`src/rtl/glycemic_arbiter_pkg.sv`:
```
// Shared definitions for the glycemic arbiter: FSM and level encodings,
// requester count and sample geometry.
package glycemic_arbiter_pkg;

    localparam int NUM_REQ  = 4;
    localparam int SAMPLE_W = 8;
    localparam int ID_W     = 2;
    localparam int CNT_W    = 4;
    localparam int SCNT_W   = 8;

    typedef enum logic [1:0] {
        ST_IDLE   = 2'd0,
        ST_COUNT  = 2'd1,
        ST_OUTPUT = 2'd2
    } state_t;

    typedef enum logic [1:0] {
        LVL_LOW    = 2'd0,
        LVL_NORMAL = 2'd1,
        LVL_HIGH   = 2'd2
    } level_t;

    // Round-robin successor of a requester index; wraps 3 -> 0 naturally.
    function automatic logic [ID_W-1:0] next_id(input logic [ID_W-1:0] id);
        return id + ID_W'(1);
    endfunction

endpackage

```
`src/rtl/glycemic_arbiter_if.sv`:
```
// Request/grant and result handshake bundle between requesters, the
// arbiter and the downstream result consumer.
interface glycemic_arbiter_if;
    import glycemic_arbiter_pkg::*;

    logic [NUM_REQ-1:0]          req;
    logic [NUM_REQ*SAMPLE_W-1:0] data;
    logic [NUM_REQ-1:0]          gnt;
    logic                        res_valid;
    logic                        res_ready;
    logic [ID_W-1:0]             res_id;
    logic [CNT_W-1:0]            res_count;
    logic [1:0]                  res_level;
    logic [SCNT_W-1:0]           sample_cnt;

    // Requester/consumer side.
    modport master (
        output req, data, res_ready,
        input  gnt, res_valid, res_id, res_count, res_level, sample_cnt
    );

    // Arbiter side.
    modport slave (
        input  req, data, res_ready,
        output gnt, res_valid, res_id, res_count, res_level, sample_cnt
    );

endinterface

```
`src/rtl/glycemic_popcount.sv`:
```
// Combinational ones-count of one sample byte.
module glycemic_popcount
    import glycemic_arbiter_pkg::*;
(
    input  logic [SAMPLE_W-1:0] din,
    output logic [CNT_W-1:0]    count
);

    // Sum the bits of the sample.
    always_comb begin
        count = '0;
        for (int i = 0; i < SAMPLE_W; i++) begin
            count = count + CNT_W'(din[i]);
        end
    end

endmodule

```
`src/rtl/glycemic_arbiter.sv`:
```
// Round-robin arbiter that accepts one sample byte at a time from four
// requesters, counts its ones, classifies the count and presents the
// result on a valid/ready handshake.
//
//   state     | meaning
//   ----------+----------------------------------------------------------
//   ST_IDLE   | waiting for any req; grant pulse and byte/id latch here
//   ST_COUNT  | register popcount and level of the latched byte
//   ST_OUTPUT | res_valid high, result held until res_ready
//
// LOW_MAX must be below HIGH_MIN for the three levels to be distinct.
module glycemic_arbiter
    import glycemic_arbiter_pkg::*;
#(
    parameter int LOW_MAX  = 2,
    parameter int HIGH_MIN = 6
) (
    input logic               clk,
    input logic               rst,
    glycemic_arbiter_if.slave bus
);

    state_t              state;
    state_t              state_nxt;
    logic [ID_W-1:0]     rr_ptr;
    logic [ID_W-1:0]     win_id;
    logic [ID_W-1:0]     scan_id;
    logic                any_req;
    logic [NUM_REQ-1:0]  gnt_int;
    logic [SAMPLE_W-1:0] sample;
    logic [CNT_W-1:0]    pop_count;
    logic [ID_W-1:0]     res_id;
    logic [CNT_W-1:0]    res_count;
    level_t              res_level;
    logic [SCNT_W-1:0]   sample_cnt;
    logic                handshake;

    function automatic level_t classify(input logic [CNT_W-1:0] cnt);
        if (int'(cnt) <= LOW_MAX) begin
            return LVL_LOW;
        end else if (int'(cnt) >= HIGH_MIN) begin
            return LVL_HIGH;
        end
        return LVL_NORMAL;
    endfunction

    glycemic_popcount u_popcount (
        .din   (sample),
        .count (pop_count)
    );

    // Winner is the first set req bit at or above rr_ptr, wrapping 3 -> 0.
    always_comb begin
        win_id  = rr_ptr;
        any_req = 1'b0;
        scan_id = '0;
        for (int k = 0; k < NUM_REQ; k++) begin
            scan_id = rr_ptr + ID_W'(k);
            if (!any_req && bus.req[scan_id]) begin
                any_req = 1'b1;
                win_id  = scan_id;
            end
        end
    end

    // FSM state register.
    always_ff @(posedge clk or posedge rst) begin
        if (rst) begin
            state <= ST_IDLE;
        end else begin
            state <= state_nxt;
        end
    end

    // Next state and grant pulse; grant is gated by rst so it stays low
    // for the whole reset interval even with requests pending.
    always_comb begin
        state_nxt = state;
        gnt_int   = '0;
        case (state)
            ST_IDLE: begin
                if (any_req && !rst) begin
                    gnt_int[win_id] = 1'b1;
                    state_nxt       = ST_COUNT;
                end
            end
            ST_COUNT: begin
                state_nxt = ST_OUTPUT;
            end
            ST_OUTPUT: begin
                if (bus.res_ready) begin
                    state_nxt = ST_IDLE;
                end
            end
            default: begin
                state_nxt = ST_IDLE;
            end
        endcase
    end

    assign handshake = (state == ST_OUTPUT) && bus.res_ready;

    // Datapath: latch winner byte/id, register count/level, advance the
    // round-robin pointer and the completion counter on each handshake.
    always_ff @(posedge clk or posedge rst) begin
        if (rst) begin
            sample     <= '0;
            res_id     <= '0;
            res_count  <= '0;
            res_level  <= LVL_LOW;
            rr_ptr     <= '0;
            sample_cnt <= '0;
        end else begin
            if (state == ST_IDLE && any_req) begin
                sample <= bus.data[int'(win_id)*SAMPLE_W +: SAMPLE_W];
                res_id <= win_id;
            end
            if (state == ST_COUNT) begin
                res_count <= pop_count;
                res_level <= classify(pop_count);
            end
            if (handshake) begin
                rr_ptr     <= next_id(res_id);
                sample_cnt <= sample_cnt + SCNT_W'(1);
            end
        end
    end

    assign bus.gnt        = gnt_int;
    assign bus.res_valid  = (state == ST_OUTPUT);
    assign bus.res_id     = res_id;
    assign bus.res_count  = res_count;
    assign bus.res_level  = res_level;
    assign bus.sample_cnt = sample_cnt;

endmodule

```
`src/flat_wrapper.sv`:
```
// flat-port wrapper written by rule: the top's interface ports become plain ports
module glycemic_arbiter_flat import glycemic_arbiter_pkg::*;
#(
    parameter int LOW_MAX  = 2,
    parameter int HIGH_MIN = 6
)
  (clk, rst, bus_req, bus_data, bus_res_ready, bus_gnt, bus_res_valid, bus_res_id, bus_res_count, bus_res_level, bus_sample_cnt);
  glycemic_arbiter_if bus_i ();
  input logic clk;
  input logic rst;
  input wire logic [$bits(bus_i.req)-1:0] bus_req;
  input wire logic [$bits(bus_i.data)-1:0] bus_data;
  input wire logic [$bits(bus_i.res_ready)-1:0] bus_res_ready;
  output wire logic [$bits(bus_i.gnt)-1:0] bus_gnt;
  output wire logic [$bits(bus_i.res_valid)-1:0] bus_res_valid;
  output wire logic [$bits(bus_i.res_id)-1:0] bus_res_id;
  output wire logic [$bits(bus_i.res_count)-1:0] bus_res_count;
  output wire logic [$bits(bus_i.res_level)-1:0] bus_res_level;
  output wire logic [$bits(bus_i.sample_cnt)-1:0] bus_sample_cnt;
  assign bus_i.req = bus_req;
  assign bus_i.data = bus_data;
  assign bus_i.res_ready = bus_res_ready;
  assign bus_gnt = bus_i.gnt;
  assign bus_res_valid = bus_i.res_valid;
  assign bus_res_id = bus_i.res_id;
  assign bus_res_count = bus_i.res_count;
  assign bus_res_level = bus_i.res_level;
  assign bus_sample_cnt = bus_i.sample_cnt;
  glycemic_arbiter #(.LOW_MAX(LOW_MAX), .HIGH_MIN(HIGH_MIN)) u_core (.clk(clk), .rst(rst), .bus(bus_i));
endmodule
```
`config.mk`:
```
export PLATFORM = sky130hd
export DESIGN_NAME = glycemic_arbiter_flat
export DESIGN_NICKNAME = d
export VERILOG_FILES = /design/src/rtl/glycemic_arbiter_pkg.sv /design/src/rtl/glycemic_arbiter_if.sv /design/src/rtl/glycemic_popcount.sv /design/src/rtl/glycemic_arbiter.sv /design/src/flat_wrapper.sv
export SDC_FILE = /design/constraint.sdc
export NUM_CORES = 1
export LEC_CHECK = 0
export BUFFER_PORTS_ARGS = -buffer_cell sky130_fd_sc_hd__buf_4
export CAP_MARGIN = 20
export CORE_MARGIN = 2
export CORE_UTILIZATION = 45
export DETAILED_ROUTE_END_ITERATION = 7
export PLACE_DENSITY = 0.75
export SLEW_MARGIN = 20
export SYNTH_ARGS = -nofsm -noshare
export SYNTH_HDL_FRONTEND = slang
export SYNTH_SLANG_ARGS = --single-unit
export TNS_END_PERCENT = 10
```
`constraint.sdc`:
```
create_clock -name clk -period 3.8 [get_ports clk]
set_clock_uncertainty 0.1 [all_clocks]
set_input_delay 0.19 -clock clk [delete_from_list [all_inputs] [get_ports clk]]
set_output_delay 0.19 -clock clk [all_outputs]
set_load 0.05 [all_outputs]
```
* Yosys cells after proc, flatten, opt, wreduce, memory -nomap -nowiden
Index checks and enable logic that the tools add are counted.
** Storage, ports and cells
- Bits in registers :: 28
- Latch bits :: 0
- Bits in writable memories :: 0
- Memory bits (read-only) :: 0
- Word-level logic and storage cells :: 73
- Memories kept :: 0
** Operators by class
- Add/sub/neg operators :: 12
- $mul :: 0
- Divide/modulo/power cells :: 0
- $lt $le $gt $ge :: 8
- Eq/ne operators :: 4
- Shift operators :: 1
- Multiplexer cells :: 28
- Bitwise gates (word level) :: 0
- Reductions and logical operators :: 13
** Operators with widths (count)
- $shiftx A32 B6 Y8 :: 1
- $add A4 B1 Y4 :: 4
- $mux W2 :: 8
- $lt A2 B3 Y1 const B :: 5
- $mux W1 :: 12
- $add A8 B1 Y8 const B :: 1
- $bmux W1 S2 :: 4
- $mux W4 :: 2
- $logic_and A1 B1 Y1 :: 7
- $pmux W2 S3 :: 1
- $add A2 B1 Y2 const B :: 2
- $add A2 B2 Y2 const B :: 2
- $add A3 B1 Y4 :: 1
- $ge A4 B3 Y1 const B :: 1
- $le A4 B2 Y1 const B :: 1
- $logic_not A1 Y1 :: 4
- $add A2 B1 Y3 :: 1
- $add A1 B1 Y2 :: 1
- $demux W1 S2 :: 1
- $eq A2 B1 Y1 const B :: 1
- $eq A2 B2 Y1 const B :: 1
- $ge A2 B1 Y1 const B :: 1
- $logic_not A2 Y1 :: 1
- $ne A2 B1 Y1 const B :: 1
- 2 further kinds :: 2

* Longest topological paths before layout
- Word-level depth :: 18
- Depth in mapped cells :: 12
- Mapped depth without buffers :: 12

* Hierarchy
From an unflattened synthesis, not the netlist that was laid out.
** Unflattened totals
- Cells, all modules :: 170
- Area, all modules :: 1765.4 um2
** By module, submodules not included
- glycemic_arbiter :: instances 1, cells an instance 146, area an instance 1575.3 um2, sequential area each 700.7 um2
- glycemic_popcount :: instances 1, cells an instance 24, area an instance 190.2 um2, sequential area each 0.0 um2

* Worst setup path before layout
Ideal clock, no wire load.
- Path kind :: reg2reg
- From :: register u_core.sample[0]
- To :: register u_core.res_level[1], in the netlist u_core.bus.res_level[1]
- Setup time :: 0.118 ns
- Arrival :: 2.975 ns
- Data required time :: 3.582 ns
- Path slack :: 0.607 ns
- Stages on the path, launching flop included :: 12
- Path buffers :: 0
- Clock period less this slack :: 3.193 ns
- Cell sequence :: dfrtp_1 -> inv_1 -> fa_1 -> fa_1 -> fa_1 -> inv_1 -> ha_1 -> fa_1 -> xnor2_1 -> nand2b_1 -> a21oi_1 -> a21o_1
** On the way
- Word-level cells in the longest chain between the ends :: 12
- Elaborated cells between the ends (all ways) :: 14
- Classes of those cells :: add/sub: 7; order compare: 2; mux: 5
** Ends and longest elaborated chain
- start: declaration :: line glycemic_arbiter.sv:30 : logic [SAMPLE_W-1:0] sample;
- start signal: assignment :: line glycemic_arbiter.sv:115 : sample <= bus.data[int'(win_id)*SAMPLE_W +: SAMPLE_W];
- $add A1 B1 Y2 * :: line glycemic_popcount.sv:13 : count = count + CNT_W'(din[i]);
- $add A2 B1 Y3 * :: line glycemic_popcount.sv:13
- $add A3 B1 Y4 * :: line glycemic_popcount.sv:13
- $add A4 B1 Y4 * (4 in a row) :: line glycemic_popcount.sv:13
- $ge A4 B3 Y1 :: line glycemic_arbiter.sv:41 : end else if (int'(cnt) >= HIGH_MIN) begin
- $mux W1 :: line glycemic_arbiter.sv:41
- $mux W1 :: line glycemic_arbiter.sv:39 : if (int'(cnt) <= LOW_MAX) begin
- $mux W1 :: line glycemic_arbiter.sv:118 : if (state == ST_COUNT) begin
- $mux W2 * :: line glycemic_arbiter.sv:44 : return LVL_NORMAL;
- end signal: assignment :: line glycemic_arbiter.sv:120 : res_level <= classify(pop_count);
- end: declaration :: line glycemic_arbiter.sv:34 : level_t res_level;
Every way passes the cells marked *; elsewhere a longest branch is shown, timed or not. The select of a mux whose other input is x is not followed.
A chain may end at the register's enable or synchronous reset.

* Worst setup path after layout
- From :: register u_core.sample[0]
- To :: register u_core.res_level[0], in the netlist u_core.bus.res_level[0]
The elaborated chain is that of the path after synthesis.

==> summary.txt <==
Layout
  – Post-layout nets: ~270
  – Register Area: 700.7 µm²
  – # diodes: 0
  – Fill cells: 284
  – Share of cells above drive strength 1: 0.3142
  – Layout Area Growth over Synthesis: 33.92%
  – Multi-input logic area: 880.8 µm²
  – Final instance area: 0.002203 mm²

Logic synthesis
  – Async set-or-reset flop fraction in the synthesized netlist: 1.000
  – Synth area leaders: dfrtp_1 (43%), mux2_1 (5.5%), a221o_1 (4.9%)
  – Post-synth EDFFs: 0
  – Sequential area share after synthesis: 0.4259
  – Post-synthesis net count: 211
  – Yosys warns: 0
  – Register bit count reported by yosys: 28
  – Synthesized area per cell: 10.03 µm²
  – Yosys cell types: 33
  – Post-synth top flop: dfrtp_1
  – Yosys top cell by area: dfrtp_1
  – Area of the mapped netlist: between 0.0015 and 0.002 mm²
  – Post-synth top area share: 0.4259
  – Cell count after synthesis: 164

Setup path
  – Crit end category: register
  – Data arrival, critical path: 3.55 ns
  – Critical-path cell list: inv_1 > fa_1 > fa_1 > fa_1 > inv_1 > ha_1 > fa_1 > xnor2_1 > nand3_1 > o21ai_0 > nand2_1 > o21ai_0
  – Critical setup path kind: register to register
  – Setup crit start kind: register
  – Most frequent cell on the critical path: fa_1
  – Max incr delay on CP: 0.56 ns
  – WP data required: 3.94 ns
  – CP max-delay cell: fa_1
  – CP delay by family, top: adder cells
  – Crit path buffers/inverters: 2
  – CP max FO: 4

CTS
  – Worst-path clk slew: roughly 0.14 ns
  – CTS root buf: clkbuf_4
  – Number of setup buffers added after CTS: 0
  – Hold_buf cts: 2
  – Clock Latency Late Sink: 0.33 ns
  – CTS Buf Count: 3
  – CTS Sinks: 28
  – H-tree depth: 1
  – CTS tree: yes
  – Post_cts resized: 0
  – Clock buffer depth: 2

Place
  – PortBufs: 59
  – Gpl congestion: 0.8339
  – Placed inst area: between 0.002 and 0.0025 mm²
  – Dpl hpwl: 3037 µm

Timing
  – Final hold viol count: 0
  – Setup tns final: 0 ns
  – Final Max Tran Viols: 0
  – Setup violators final: 0
  – RSZ-0062 raised after global routing: no
  – Clock period minus worst slack: 3.409 ns
  – Fin crit share: 0.8970
  – Fmax: ~290 MHz
  – Slew margin rel.: 0.5751
  – Worst Tran Pin Value: 0.6321 ns

Power
  – Leakage power: 0.001099 µW
  – Power Dens Cells: 954.4 mW/mm²
  – Clk network pwr share: 0.092
  – Psw: 1014 µW
  – VDD IR max: 0.3714 mV
  – Net Sw Frac: 0.4820
  – Overall power: approximately 2100 µW
  – Sequential share of power: 0.246
  – Part of the power in combinational logic: 0.662
  – Int Pwr: 1089 µW

GRT
  – Initial antenna violation count: 0
  – Largest net degree at the start of global routing: 29
  – Vias in the first global route: between 1k and 1.5k
  – Global-route wire length before repair: 6472 µm
  – Global Route Usage Sum: 0.1954
  – Total gr overflow: 0

Drt
  – Initial DRC Count: 56
  – Residual DRC count: 0
  – Routed Antenna Nets: 0
  – Final WL: 3779 µm
  – DR vias/cell: approximately 5.4
  – Via count: around 1.5k
  – First-pass DRT Iterations: 4
  – DR WL/cell: ~14 µm

Floorplanning
  – Die height: around 64 µm
  – I/O pins: 60
  – Initial core utilization: 0.4817
  – Standard-cell row count: 21
  – Die W: between 60 and 70 µm
  – Die area: 0.004156 mm²
  – CORE AREA: 0.003416 mm²

Run
  – Max_cap viols: 0

Min path
  – Type of the worst min-delay path: input pin to register

Status
  – Status: finished clean
[power groups by stage]
stage / sequential, µW / clock [µW] / combinational, µW
2_1_floorplan: 705 / 0 / 852
3_3_place_gp: 515 / 0 / 1310
3_5_place_dp: 524 / 0 / 1390
4_1_cts: 518 / 198 / 1400
5_1_grt: 537 / 211 / 1570
6_report: 516 / 194 / 1390
[metal layers]
layer / track usage / up-vias / share of wire
met3: 0.01042 / 2 / 0.050
li1: - / 711 / -
met4: 0.06383 / 0 / 0.010
met5: 0 / - / 0
met1: 0.2610 / 698 / 0.44
met2: 0.3411 / 53 / 0.50
[metrics by stage]
step | setup WS, ns | hold WS, ns | util | cells
floorplan | 0.6073 | 0.1554 | - | 164
global placement | 0.5464 | 0.2955 | 0.6238 | 266
detailed placement | 0.3983 | 0.2972 | 0.6238 | 266
CTS | 0.3709 | 0.09997 | 0.6451 | 272
global route | 0.1361 | 0.1012 | 0.6451 | 272
finish | 0.3912 | 0.1097 | 0.6451 | 272
[worst reg2reg max path, cell delays in order (launching register included)]
cell and delay [ns]:
dfrtp_1 0.37, inv_1 0.06, fa_1 0.56, fa_1 0.43, fa_1 0.50, inv_1 0.04
ha_1 0.20, fa_1 0.39, xnor2_1 0.27, nand3_1 0.10, o21ai_0 0.09, nand2_1 0.07
o21ai_0 0.16
[final cells by class]
type | instances | share of cell area
clock inverters | 1 | 0.01363
clock buffers | 3 | 0.01022
repair buffers | 61 | 0.2101
flip-flops and latches | 28 | 0.3180
well taps | 46 | 0.02612
inverters | 13 | 0.02215
multi-input cells | 120 | 0.3998
[synthesized netlist by cell type, drive strengths merged (2+ instances only)]
cell type and number:
dfrtp 28, o21ai 18, nand3 14, inv 13
mux2 11, nand2 11, a21oi 9, nor2 9
a221o 8, xnor2 6, fa 4, ha 4
nor2b 4, a21o 3, nand2b 3, nor4 3
xor2 3, a211o 2, clkbuf 2
[sequential cells by signal, indices dropped and copies added, names as in the netlist]
signal / flops
u_core.bus.res_count: 4
u_core.rr_ptr: 2
u_core.bus.res_level: 2
u_core.sample: 8
u_core.state: 2
u_core.bus.sample_cnt: 8
u_core.bus.res_id: 2
[logic make-up after synthesis]
| kind of cell | Yosys count | share of synthesized area |
|---|---|---|
| adder cells (fa/ha/maj) | 8 | 0.07909 |
| XOR/XNOR | 9 | 0.04791 |
| multiplexers | 11 | 0.07529 |
| flip-flops | 28 | 0.4259 |
| AND/OR/NAND/NOR | 49 | 0.1612 |
| buffers and inverters | 16 | 0.03879 |
| AO/OA/AOI/OAI | 43 | 0.1719 |
[cell usage in the layout, fill, tap and decap left out, types with 3 or more instances in the layout]
cell type and instances:
buf_4 59, dfrtp_1 28, o21ai_0 15, nand3_1 14, inv_1 12, nand2_1 10
nor2_1 9, a21oi_1 9, mux2_1 8, a221o_1 8, xnor2_1 6, nor2b_1 4
fa_1 4, ha_1 4, nand2b_1 3, a21o_1 3, mux2_2 3, xor2_1 3
clkbuf_4 3
[path summary, 6_finish.rpt]
path,cells past startpoint,startpoint,slack (ns),endpoint
worst max-delay path,12,u_core.sample[0],0.39,u_core.bus.res_level[0]
worst min-delay path,3,bus_data[15],0.11,u_core.sample[7]
worst max register to register,12,u_core.sample[0],0.39,u_core.bus.res_level[0]
max in group asynchronous,3,rst,2.83,u_core.sample[5]
worst min register to register,1,u_core.bus.sample_cnt[7],0.39,u_core.bus.sample_cnt[7]
min in group asynchronous,3,rst,0.37,u_core.bus.res_id[0]
(Power assumes the default switching activity.)
